$ cat config.mk
export PLATFORM = sky130hd
export DESIGN_NAME = uart_rx_fifo
export DESIGN_NICKNAME = d
export VERILOG_FILES = /design/src/rtl/uart_pkg.sv /design/src/rtl/uart_sync_fifo.sv /design/src/rtl/uart_rx_fifo.sv
export SDC_FILE = /design/constraint.sdc
export NUM_CORES = 1
export LEC_CHECK = 0
export ABC_AREA = 1
export CORE_MARGIN = 8
export CORE_UTILIZATION = 25
export CTS_BUF_LIST = sky130_fd_sc_hd__clkbuf_2
export CTS_CLUSTER_SIZE = 14
export DETAILED_ROUTE_END_ITERATION = 10
export GPL_ROUTABILITY_DRIVEN = 1
export HOLD_SLACK_MARGIN = 0.08
export PLACE_DENSITY = 0.5
export SLEW_MARGIN = 5
export SYNTH_ARGS = -nofsm -noshare
export SYNTH_HDL_FRONTEND = slang
export SYNTH_HIERARCHICAL = 1
export SYNTH_SLANG_ARGS = --single-unit
$ cat constraint.sdc
create_clock -name clk -period 3.6 [get_ports clk]
set_clock_uncertainty 0.1 [all_clocks]
set_input_delay 0.72 -clock clk [delete_from_list [all_inputs] [get_ports clk]]
set_output_delay 0.72 -clock clk [all_outputs]
set_load 0.05 [all_outputs]
$ cat src/rtl/uart_pkg.sv
// rtl/uart_pkg.sv - shared types and constants for the UART receive path
package uart_pkg;

  typedef enum logic [2:0] {
    RX_IDLE,
    RX_START,
    RX_DATA,
    RX_PARITY,
    RX_STOP1,
    RX_STOP2
  } rx_state_e;

  localparam logic [1:0] PAR_NONE = 2'b00;
  localparam logic [1:0] PAR_EVEN = 2'b01;
  localparam logic [1:0] PAR_ODD  = 2'b10;

  localparam int RX_DATA_W = 9;

  typedef struct packed {
    logic                 ferr;
    logic                 perr;
    logic [RX_DATA_W-1:0] data;
  } rx_word_t;

  // Mode 11 is reserved and behaves like no parity.
  function automatic logic par_enabled(input logic [1:0] mode);
    return (mode == PAR_EVEN) || (mode == PAR_ODD);
  endfunction

endpackage

$ cat src/rtl/uart_sync_fifo.sv
// rtl/uart_sync_fifo.sv - first-word-fall-through synchronous FIFO
module uart_sync_fifo #(
  parameter int WIDTH = 11,
  parameter int DEPTH = 8
) (
  input  logic                         clk,
  input  logic                         arst_n,
  input  logic                         wr_en,
  input  logic [WIDTH-1:0]             wr_data,
  input  logic                         rd_en,
  output logic [WIDTH-1:0]             rd_data,
  output logic                         full,
  output logic                         empty,
  output logic [$clog2(DEPTH+1)-1:0]   level
);
  localparam int AW = $clog2(DEPTH);

  logic [WIDTH-1:0] mem [DEPTH];
  logic [AW:0]      wr_ptr;
  logic [AW:0]      rd_ptr;
  logic             do_wr;
  logic             do_rd;

  assign empty = (wr_ptr == rd_ptr);
  assign full  = (wr_ptr[AW] != rd_ptr[AW]) && (wr_ptr[AW-1:0] == rd_ptr[AW-1:0]);
  assign level = wr_ptr - rd_ptr;
  assign do_rd = rd_en && !empty;
  // A write into a full FIFO is accepted only when the head slot is freed in the same cycle.
  assign do_wr = wr_en && (!full || do_rd);

  // Empty presents zeros so the head word never shows stale contents.
  assign rd_data = empty ? '0 : mem[rd_ptr[AW-1:0]];

  always_ff @(posedge clk) begin
    if (do_wr) begin
      mem[wr_ptr[AW-1:0]] <= wr_data;
    end
  end

  always_ff @(posedge clk or negedge arst_n) begin
    if (!arst_n) begin
      wr_ptr <= '0;
      rd_ptr <= '0;
    end else begin
      if (do_wr) begin
        wr_ptr <= wr_ptr + 1'b1;
      end
      if (do_rd) begin
        rd_ptr <= rd_ptr + 1'b1;
      end
    end
  end

endmodule

$ cat src/rtl/uart_rx_fifo.sv
// rtl/uart_rx_fifo.sv - oversampled UART receiver feeding an error-tagged FWFT FIFO
module uart_rx_fifo
  import uart_pkg::*;
#(
  parameter int DATA_W     = 9,
  parameter int FIFO_DEPTH = 8,
  parameter int DIV_W      = 16,
  parameter int OSR        = 16
) (
  input  logic                              clk,
  input  logic                              arst_n,
  input  logic                              cfg_en,
  input  logic [DIV_W-1:0]                  cfg_baud_div,
  input  logic [3:0]                        cfg_data_bits,
  input  logic [1:0]                        cfg_parity,
  input  logic                              cfg_stop2,
  input  logic                              rx,
  output logic                              rd_valid,
  input  logic                              rd_ready,
  output logic [DATA_W-1:0]                 rd_data,
  output logic                              rd_perr,
  output logic                              rd_ferr,
  output logic [$clog2(FIFO_DEPTH+1)-1:0]   fifo_level,
  output logic                              ovr_err,
  input  logic                              ovr_clr,
  output logic                              break_det,
  output logic                              busy
);
  localparam int SW = $clog2(OSR);
  localparam int WW = DATA_W + 2;
  localparam logic [SW-1:0] SAMP_MID = SW'(OSR / 2 - 1);
  localparam logic [SW-1:0] SAMP_END = SW'(OSR - 1);

  rx_state_e         state;
  rx_state_e         next_state;
  logic              rx_s1;
  logic              rx_s2;
  logic [DIV_W-1:0]  tick_cnt;
  logic [SW-1:0]     samp_cnt;
  logic [3:0]        bit_cnt;
  logic [DATA_W-1:0] data_reg;
  logic              par_bit;
  logic              ferr_r;
  logic              brk_r;

  logic              tick;
  logic              samp;
  logic              start_det;
  logic              push;
  logic              push_ferr;
  logic              push_perr;
  logic              push_brk;
  logic              brk_now;
  logic              pop;
  logic              ovr_set;
  logic              fifo_full;
  logic              fifo_empty;
  logic [WW-1:0]     push_word;
  logic [WW-1:0]     head_word;

  assign tick    = (state != RX_IDLE) && (tick_cnt == cfg_baud_div);
  assign samp    = tick && (samp_cnt == ((state == RX_START) ? SAMP_MID : SAMP_END));
  // par_bit stays 0 when parity is off, so it drops out of the break test.
  assign brk_now = (data_reg == '0) && !par_bit && !rx_s2;
  assign push_perr = par_enabled(cfg_parity) &&
                     (par_bit != ((^data_reg) ^ (cfg_parity == PAR_ODD)));
  assign push_word = {push_ferr, push_perr, data_reg};

  always_ff @(posedge clk or negedge arst_n) begin
    if (!arst_n) begin
      state <= RX_IDLE;
    end else begin
      state <= next_state;
    end
  end

  always_comb begin
    next_state = state;
    start_det  = 1'b0;
    push       = 1'b0;
    push_ferr  = ferr_r;
    push_brk   = brk_r;
    if (!cfg_en) begin
      next_state = RX_IDLE;
    end else begin
      unique case (state)
        RX_IDLE: begin
          if (!rx_s2) begin
            next_state = RX_START;
            start_det  = 1'b1;
          end
        end
        RX_START: begin
          if (samp) begin
            next_state = rx_s2 ? RX_IDLE : RX_DATA;
          end
        end
        RX_DATA: begin
          if (samp && (bit_cnt + 4'd1 == cfg_data_bits)) begin
            next_state = par_enabled(cfg_parity) ? RX_PARITY : RX_STOP1;
          end
        end
        RX_PARITY: begin
          if (samp) begin
            next_state = RX_STOP1;
          end
        end
        RX_STOP1: begin
          if (samp) begin
            push_ferr = !rx_s2;
            push_brk  = brk_now;
            if (cfg_stop2) begin
              next_state = RX_STOP2;
            end else begin
              next_state = RX_IDLE;
              push       = 1'b1;
            end
          end
        end
        RX_STOP2: begin
          if (samp) begin
            push_ferr  = ferr_r | !rx_s2;
            next_state = RX_IDLE;
            push       = 1'b1;
          end
        end
        default: next_state = RX_IDLE;
      endcase
    end
  end

  always_ff @(posedge clk or negedge arst_n) begin
    if (!arst_n) begin
      rx_s1     <= 1'b1;
      rx_s2     <= 1'b1;
      tick_cnt  <= '0;
      samp_cnt  <= '0;
      bit_cnt   <= '0;
      data_reg  <= '0;
      par_bit   <= 1'b0;
      ferr_r    <= 1'b0;
      brk_r     <= 1'b0;
      break_det <= 1'b0;
      ovr_err   <= 1'b0;
    end else begin
      rx_s1 <= rx;
      rx_s2 <= rx_s1;

      // Counters idle at zero so the first tick is phase-locked to the start edge.
      if (state == RX_IDLE || next_state == RX_IDLE) begin
        tick_cnt <= '0;
        samp_cnt <= '0;
      end else begin
        tick_cnt <= tick ? '0 : tick_cnt + 1'b1;
        if (samp) begin
          samp_cnt <= '0;
        end else if (tick) begin
          samp_cnt <= samp_cnt + 1'b1;
        end
      end

      if (start_det) begin
        bit_cnt  <= '0;
        data_reg <= '0;
        par_bit  <= 1'b0;
        ferr_r   <= 1'b0;
        brk_r    <= 1'b0;
      end

      if (state == RX_DATA && samp) begin
        bit_cnt <= bit_cnt + 4'd1;
        for (int i = 0; i < DATA_W; i++) begin
          if (bit_cnt == 4'(i)) begin
            data_reg[i] <= rx_s2;
          end
        end
      end

      if (state == RX_PARITY && samp) begin
        par_bit <= rx_s2;
      end

      if (state == RX_STOP1 && samp) begin
        ferr_r <= push_ferr;
        brk_r  <= push_brk;
      end

      break_det <= push && push_brk;

      if (ovr_set) begin
        ovr_err <= 1'b1;
      end else if (ovr_clr) begin
        ovr_err <= 1'b0;
      end
    end
  end

  assign pop     = !fifo_empty && rd_ready;
  assign ovr_set = push && fifo_full && !pop;

  uart_sync_fifo #(
    .WIDTH (WW),
    .DEPTH (FIFO_DEPTH)
  ) u_fifo (
    .clk     (clk),
    .arst_n  (arst_n),
    .wr_en   (push),
    .wr_data (push_word),
    .rd_en   (rd_ready),
    .rd_data (head_word),
    .full    (fifo_full),
    .empty   (fifo_empty),
    .level   (fifo_level)
  );

  assign rd_valid = !fifo_empty;
  assign rd_data  = head_word[DATA_W-1:0];
  assign rd_perr  = head_word[DATA_W];
  assign rd_ferr  = head_word[DATA_W+1];
  assign busy     = (state != RX_IDLE);

endmodule
==> impl_metrics.tcl, run 1 <==
set metrics [dict create \
    outcome "complete, no violations" \
    crit_start "u_fifo/rd_ptr[0]" \
    cts-root-buf "clkbuf_2" \
    die_w_um 189 \
    finalHoldViolCount 0 \
    syn_inst 887 \
    nets 993 \
    cts_tree "yes" \
    cts_inserted_buffers 17 \
    grt_max_degree 46 \
    io_buffers 47 \
    maxSlewHeadroom_pct 59.6 \
    synth.area.top_cells "edfxtp_1 35%, dfrtp_1 16%, nand2_1 12%, inv_1 8.1%, nand3_1 6.3%" \
    synth_top_area_share_pct 35.2 \
    htreeDepth 4 \
    hold_class "reg2reg" \
    cp_max_fo 14 \
    critPathTopFamily "adder cells" \
    dp_hpwl_um 12700 \
    dr.first_iter.drc_count 493 \
    drv_cap 0 \
    cp_slowest_cell "dfrtp_1" \
    min_period_ns 3.39 \
    core-area_mm2 0.0296 \
    grt_use_total_pct 10.4 \
    drt_wl_total_um 18100 \
    setup_viol 0 \
    period_share_pct 94.1 \
    rsz0062_at_grt "true" \
    ios 48 \
    yosys.area.top_type "edfxtp_1" \
    rows 63 \
    grt_pass1_wl_um 29600 \
    combPwrFrac_pct 4.2 \
    postSynthAreaPerCell_um2 8.46 \
    clkSinkCount 139 \
    ys_seq_area_share_pct 52.2 \
    synthFlopType "edfxtp_1" \
    final-max-slew-violation-count 0 \
    intPower_mw 1.97 \
    p_total_mw 2.75 \
    final_core_util_pct 30.0 \
    place_congestion 0.794 \
    worstSetupStartpointType "flip-flop" \
    synthArstFlopShare_pct 36.7 \
    synth-edff-count 88 \
    post-place-ws_ns 0.194 \
    die_h_um 189 \
    cp-end-kind "output pin" \
    max_freq_mhz 295 \
    via_per_inst 4.20 \
    die_area_mm2 0.0358 \
    place_area_mm2 0.00859 \
    worstHoldStart "rx_s1" \
    p_sw_share_pct 28.3 \
    max_slew.worst_pin.slew_ns 0.606 \
    path_cells "buf_4 > ha_1 > fa_1 > xnor2_1 > buf_12" \
    drt_first_pass_iters 4 \
    yosys.cell_count.top_type "nand2_1" \
    switchingPower_mw 0.780 \
    max-vdd-ir-drop_uv 136 \
    avgRoutedWirePerCell_um 13.4 \
    netlist_area_mm2 0.00751 \
    worst_slack_ns 0.214 \
    crit-reg2reg-launch "state[1]" \
    clockBufferDepth 2 \
    drc 0 \
    initial_core_util_pct 25.3 \
    path_clk_slew_ns 0.28 \
    cp_data_arrival_time_ns 2.57 \
    via_count 5672 \
    path_buf_inv 2 \
    largest_reg_flops 88 \
    ys.warnings.count 6 \
    crit_type "reg2out" \
    powerDensity_mw_per_mm2 310 \
    grt_pass1_vias 5634 \
    max_stage_delay_ns 0.49 \
    stdcell_area_mm2 0.00889 \
    synth_commonest_cells "231 x nand2_1, 162 x inv_1, 95 x nand3_1, 88 x edfxtp_1, 73 x nor2_1" \
    area_delta_synth_final_pct 18.4 \
    antenna_found_initial 1 \
    crit_required_ns 2.78 \
    syn-num-nets 933 \
    yosys_register_bits 139 \
    drive_gt1_share_pct 13.9 \
    synthDistinctLibCells 40 \
    pwr-share-seq_pct 61.4 \
    clkLatencyLatePin_ns 0.73 \
    overflow 0 \
    clkPwrFrac_pct 34.3 \
    p_leak_nw 3.86 \
    antenna_left 0 \
]
power by group through the flow:
stage	Combinational (mW)	Clock, mW	Sequential (mW)
floorplan	0.0516	0	1.72
detailed placement	0.117	0	1.72
CTS	0.119	0.991	1.69
global placement	0.118	0	1.72
global route	0.130	1.05	1.69
finish	0.116	0.946	1.69
kinds of logic (layout without fill, tap and decap cells):
group | after synthesis | in the layout | share of synthesized area [%]
AND/OR/NAND/NOR | 466 | 466 | 28.2
buffers and inverters | 199 | 272 | 10.9
flip-flops | 139 | 139 | 52.2
AO/OA/AOI/OAI | 42 | 42 | 2.93
XOR/XNOR | 23 | 23 | 2.68
adder cells (fa/ha/maj) | 17 | 17 | 2.93
multiplexers | 1 | 1 | 0.150
other | 0 | 1 | 0
what timing repair did:
action / in CTS / in global routing
pin swaps: 0 / 0
gates cloned: 0 / 0
buffers inserted: 0 / 0
hold endpoints to repair: 17 / 0
endpoints found under the setup margin: 5 / 9
gates resized for setup: 4 / 11
hold buffers: 1 / 0
worst reg2reg max path, delay by kind of cell (launching register included):
kind	cells	cell delay, ns
flip-flops	1	0.46
buffers and inverters	5	0.71
AND/OR/NAND/NOR	7	1.11
layout make-up:
type / instances / area (um2)
Clock inverter: 15 / 165
Timing Repair Buffer: 66 / 771
Tap cell: 390 / 488
Multi-Input combinational cell: 549 / 2800
Fill cell: 3210 / 20700
Inverter: 174 / 658
Sequential cell: 139 / 3920
Antenna cell: 1 / 2.50
Clock buffer: 17 / 85.1
layout by cell type, fill, tap and decap left out, types with 8 or more instances in the layout:
master / instances
nand2_1: 230
edfxtp_1: 88
nor2_2: 29
nor3_1: 8
o21ai_0: 13
xor2_1: 13
dfrtp_1: 48
inv_2: 9
inv_1: 162
nor2_1: 64
xnor2_1: 10
inv_8: 9
clkdlybuf4s50_1: 30
clkbuf_2: 17
a21oi_1: 23
buf_4: 18
nand4_1: 10
buf_12: 16
ha_1: 16
nand3_1: 95
final timing paths:
kind	to	slack [ns]	cells after the start
worst max-delay path	fifo_level[2]	0.21	5
worst min-delay path	rx_s2	0.27	0
worst max register to register	u_fifo/mem[2][5]	0.96	12
worst min register to register	rx_s2	0.27	0
max in group asynchronous	data_reg[8]	2.23	3
min in group asynchronous	tick_cnt[6]	0.35	2
through the flow:
stage	hold slack, ns	std cells	setup TNS, ns
floorplan	0.245	887	0
global placement	0.249	1317	0
detailed placement	0.249	1317	0
CTS	0.214	1350	0
global route	0.173	1351	-0.00902
finish	0.274	1351	0
per-layer routing:
layer | global-route usage, % | wire, um
met1 | 13.6 | 8840
met2 | 17.2 | 8410
met3 | 2.52 | 677
met4 | 2.50 | 197
met5 | 0 | 0
(Power assumes the default switching activity.)
==> run 2: changes to the inputs <==
--- a/config.mk
+++ b/config.mk
@@ -13,3 +13,3 @@
 export DETAILED_ROUTE_END_ITERATION = 10
-export GPL_ROUTABILITY_DRIVEN = 1
+export GPL_ROUTABILITY_DRIVEN = 0
 export HOLD_SLACK_MARGIN = 0.08
==> constraint.sdc (replaced) <==
create_clock -name clk -period 3.6 [get_ports clk]
set_clock_uncertainty 0.1 [all_clocks]
set_input_delay 0.36 -clock clk [delete_from_list [all_inputs] [get_ports clk]]
set_output_delay 0.36 -clock clk [all_outputs]
set_load 0.05 [all_outputs]
==> run 2 against run 1 <==
Effect of this change:
- core utilization decreased by 0.14 points
- critical path depth increased by 3
- non-clock buffer count increased by 2
- register-to-register slack got worse by 0.05 ns
- largest cell class unchanged
- die area unchanged
- cell count increased by 0.15%
==> impl_metrics.tcl, run 2 (synthesis gave the netlist of run 1 again) <==
set metrics [dict create \
    outcome "complete, no violations" \
    hold_class "in2reg" \
    io_buffers 47 \
    clockBufferDepth 2 \
    layout_common_cells "231 x nand2_1, 162 x inv_1, 95 x nand3_1" \
    largest_reg_flops 88 \
    grt_use_total_pct 10.7 \
    min_period_ns 3.21 \
    ios 48 \
    grt_pass1_vias 5918 \
    initial_core_util_pct 25.3 \
    crit_required_ns 3.14 \
    cts-root-buf "clkbuf_2" \
    crit_type "reg2out" \
    dp_hpwl_um 12800 \
    overflow 0 \
    die_h_um 189 \
    post-place-ws_ns 0.541 \
    nets 995 \
    drive_gt1_share_pct 12.4 \
    rows 63 \
    max_freq_mhz 312 \
    maxSlewHeadroom_pct 45.3 \
    worstSetupStartpointType "flip-flop" \
    dr.first_iter.drc_count 362 \
    antenna_found_initial 2 \
    grt_max_degree 46 \
    period_share_pct 89.1 \
    drv_cap 0 \
    area_delta_synth_final_pct 17.9 \
    cts_setup_buffers 0 \
    clkSinkCount 139 \
    grt_pass1_wl_um 30600 \
    fin_worst_hold_slack_ns 0.249 \
    final-max-slew-violation-count 0 \
    stdcell_count 1353 \
    via_count 5736 \
    cp_max_fo 23 \
    clkLatencyLatePin_ns 0.74 \
    p_total_mw 2.81 \
    finalHoldViolCount 0 \
    drt_first_pass_iters 4 \
    max_slew.worst_pin.slew_ns 0.819 \
    cp_data_arrival_time_ns 2.75 \
    path_clk_slew_ns 0.25 \
    p_leak_nw 3.88 \
    cp-end-kind "output pin" \
    worst_slack_ns 0.393 \
    antenna_left 0 \
    avgRoutedWirePerCell_um 13.6 \
    drt_wl_total_um 18300 \
    final_common_cell "nand2_1" \
    setup_viol 0 \
    stdcell_area_mm2 0.00885 \
    cts_tree "yes" \
    place_inst 1315 \
    place_area_mm2 0.00852 \
    rsz0062_at_grt "false" \
    htreeDepth 4 \
    cts_inserted_buffers 17 \
    powerDensity_mw_per_mm2 318 \
    core-area_mm2 0.0296 \
    die_w_um 189 \
    via_per_inst 4.24 \
    final_core_util_pct 29.9 \
    tns_ns 0 \
    drc 0 \
    die_area_mm2 0.0358 \
    max-vdd-ir-drop_uv 224 \
]
==> run 2: what timing repair did <==
item                                    in CTS  in global routing
endpoints found under the hold margin       35                  0
resized for setup                            0                  3
endpoints found under the setup margin       0                  2
hold buffers                                 5                  0
==> run 2: worst max-delay path, cell delays in order, from the launching register on <==
cell,delay [ns]
dfrtp_1,0.48
inv_4,0.25
ha_1,0.32
nand3_2,0.12
nor2_4,0.06
inv_2,0.23
nand2_1,0.10
nor2_1,0.28
buf_12,0.19
==> run 2: path summary, 6_finish.rpt <==
kind / startpoint / endpoint / cells after the start / slack [ns]
max in group asynchronous: arst_n / tick_cnt[15] / 4 / 2.38
max reg2reg: tick_cnt[13] / u_fifo/mem[2][2] / 11 / 0.91
max: u_fifo/rd_ptr[1] / rd_data[1] / 8 / 0.39
min: cfg_en / state[2] / 3 / 0.25
min in group asynchronous: arst_n / bit_cnt[0] / 3 / 0.46
min reg2reg: rx_s1 / rx_s2 / 0 / 0.27
==> run 2: layout make-up <==
class / count / area [um2]
fillers: 3225 / 20800
repair buffers: 68 / 751
clock inverters: 15 / 178
clock buffers: 17 / 85.1
flip-flops and latches: 139 / 3920
well taps: 390 / 488
multi-input cells: 549 / 2770
inverters: 174 / 656
diodes: 1 / 2.50
==> run 2: where the power goes <==
part / internal [mW] / total, mW / switching [mW]
Sequential: 1.69 / 1.69 / 0.00373
Combinational: 0.0507 / 0.118 / 0.0673
Clock: 0.294 / 1.00 / 0.706
Total: 2.03 / 2.81 / 0.777
==> run 2: layer usage <==
| metal | vias to the layer above | global-route usage (%) | wire length (um) |
|---|---|---|---|
| li1 | 2908 | - | - |
| met1 | 2703 | 13.8 | 8810 |
| met2 | 109 | 17.5 | 8520 |
| met3 | 16 | 2.69 | 775 |
| met4 | 0 | 2.92 | 243 |
| met5 | - | 0 | 0 |
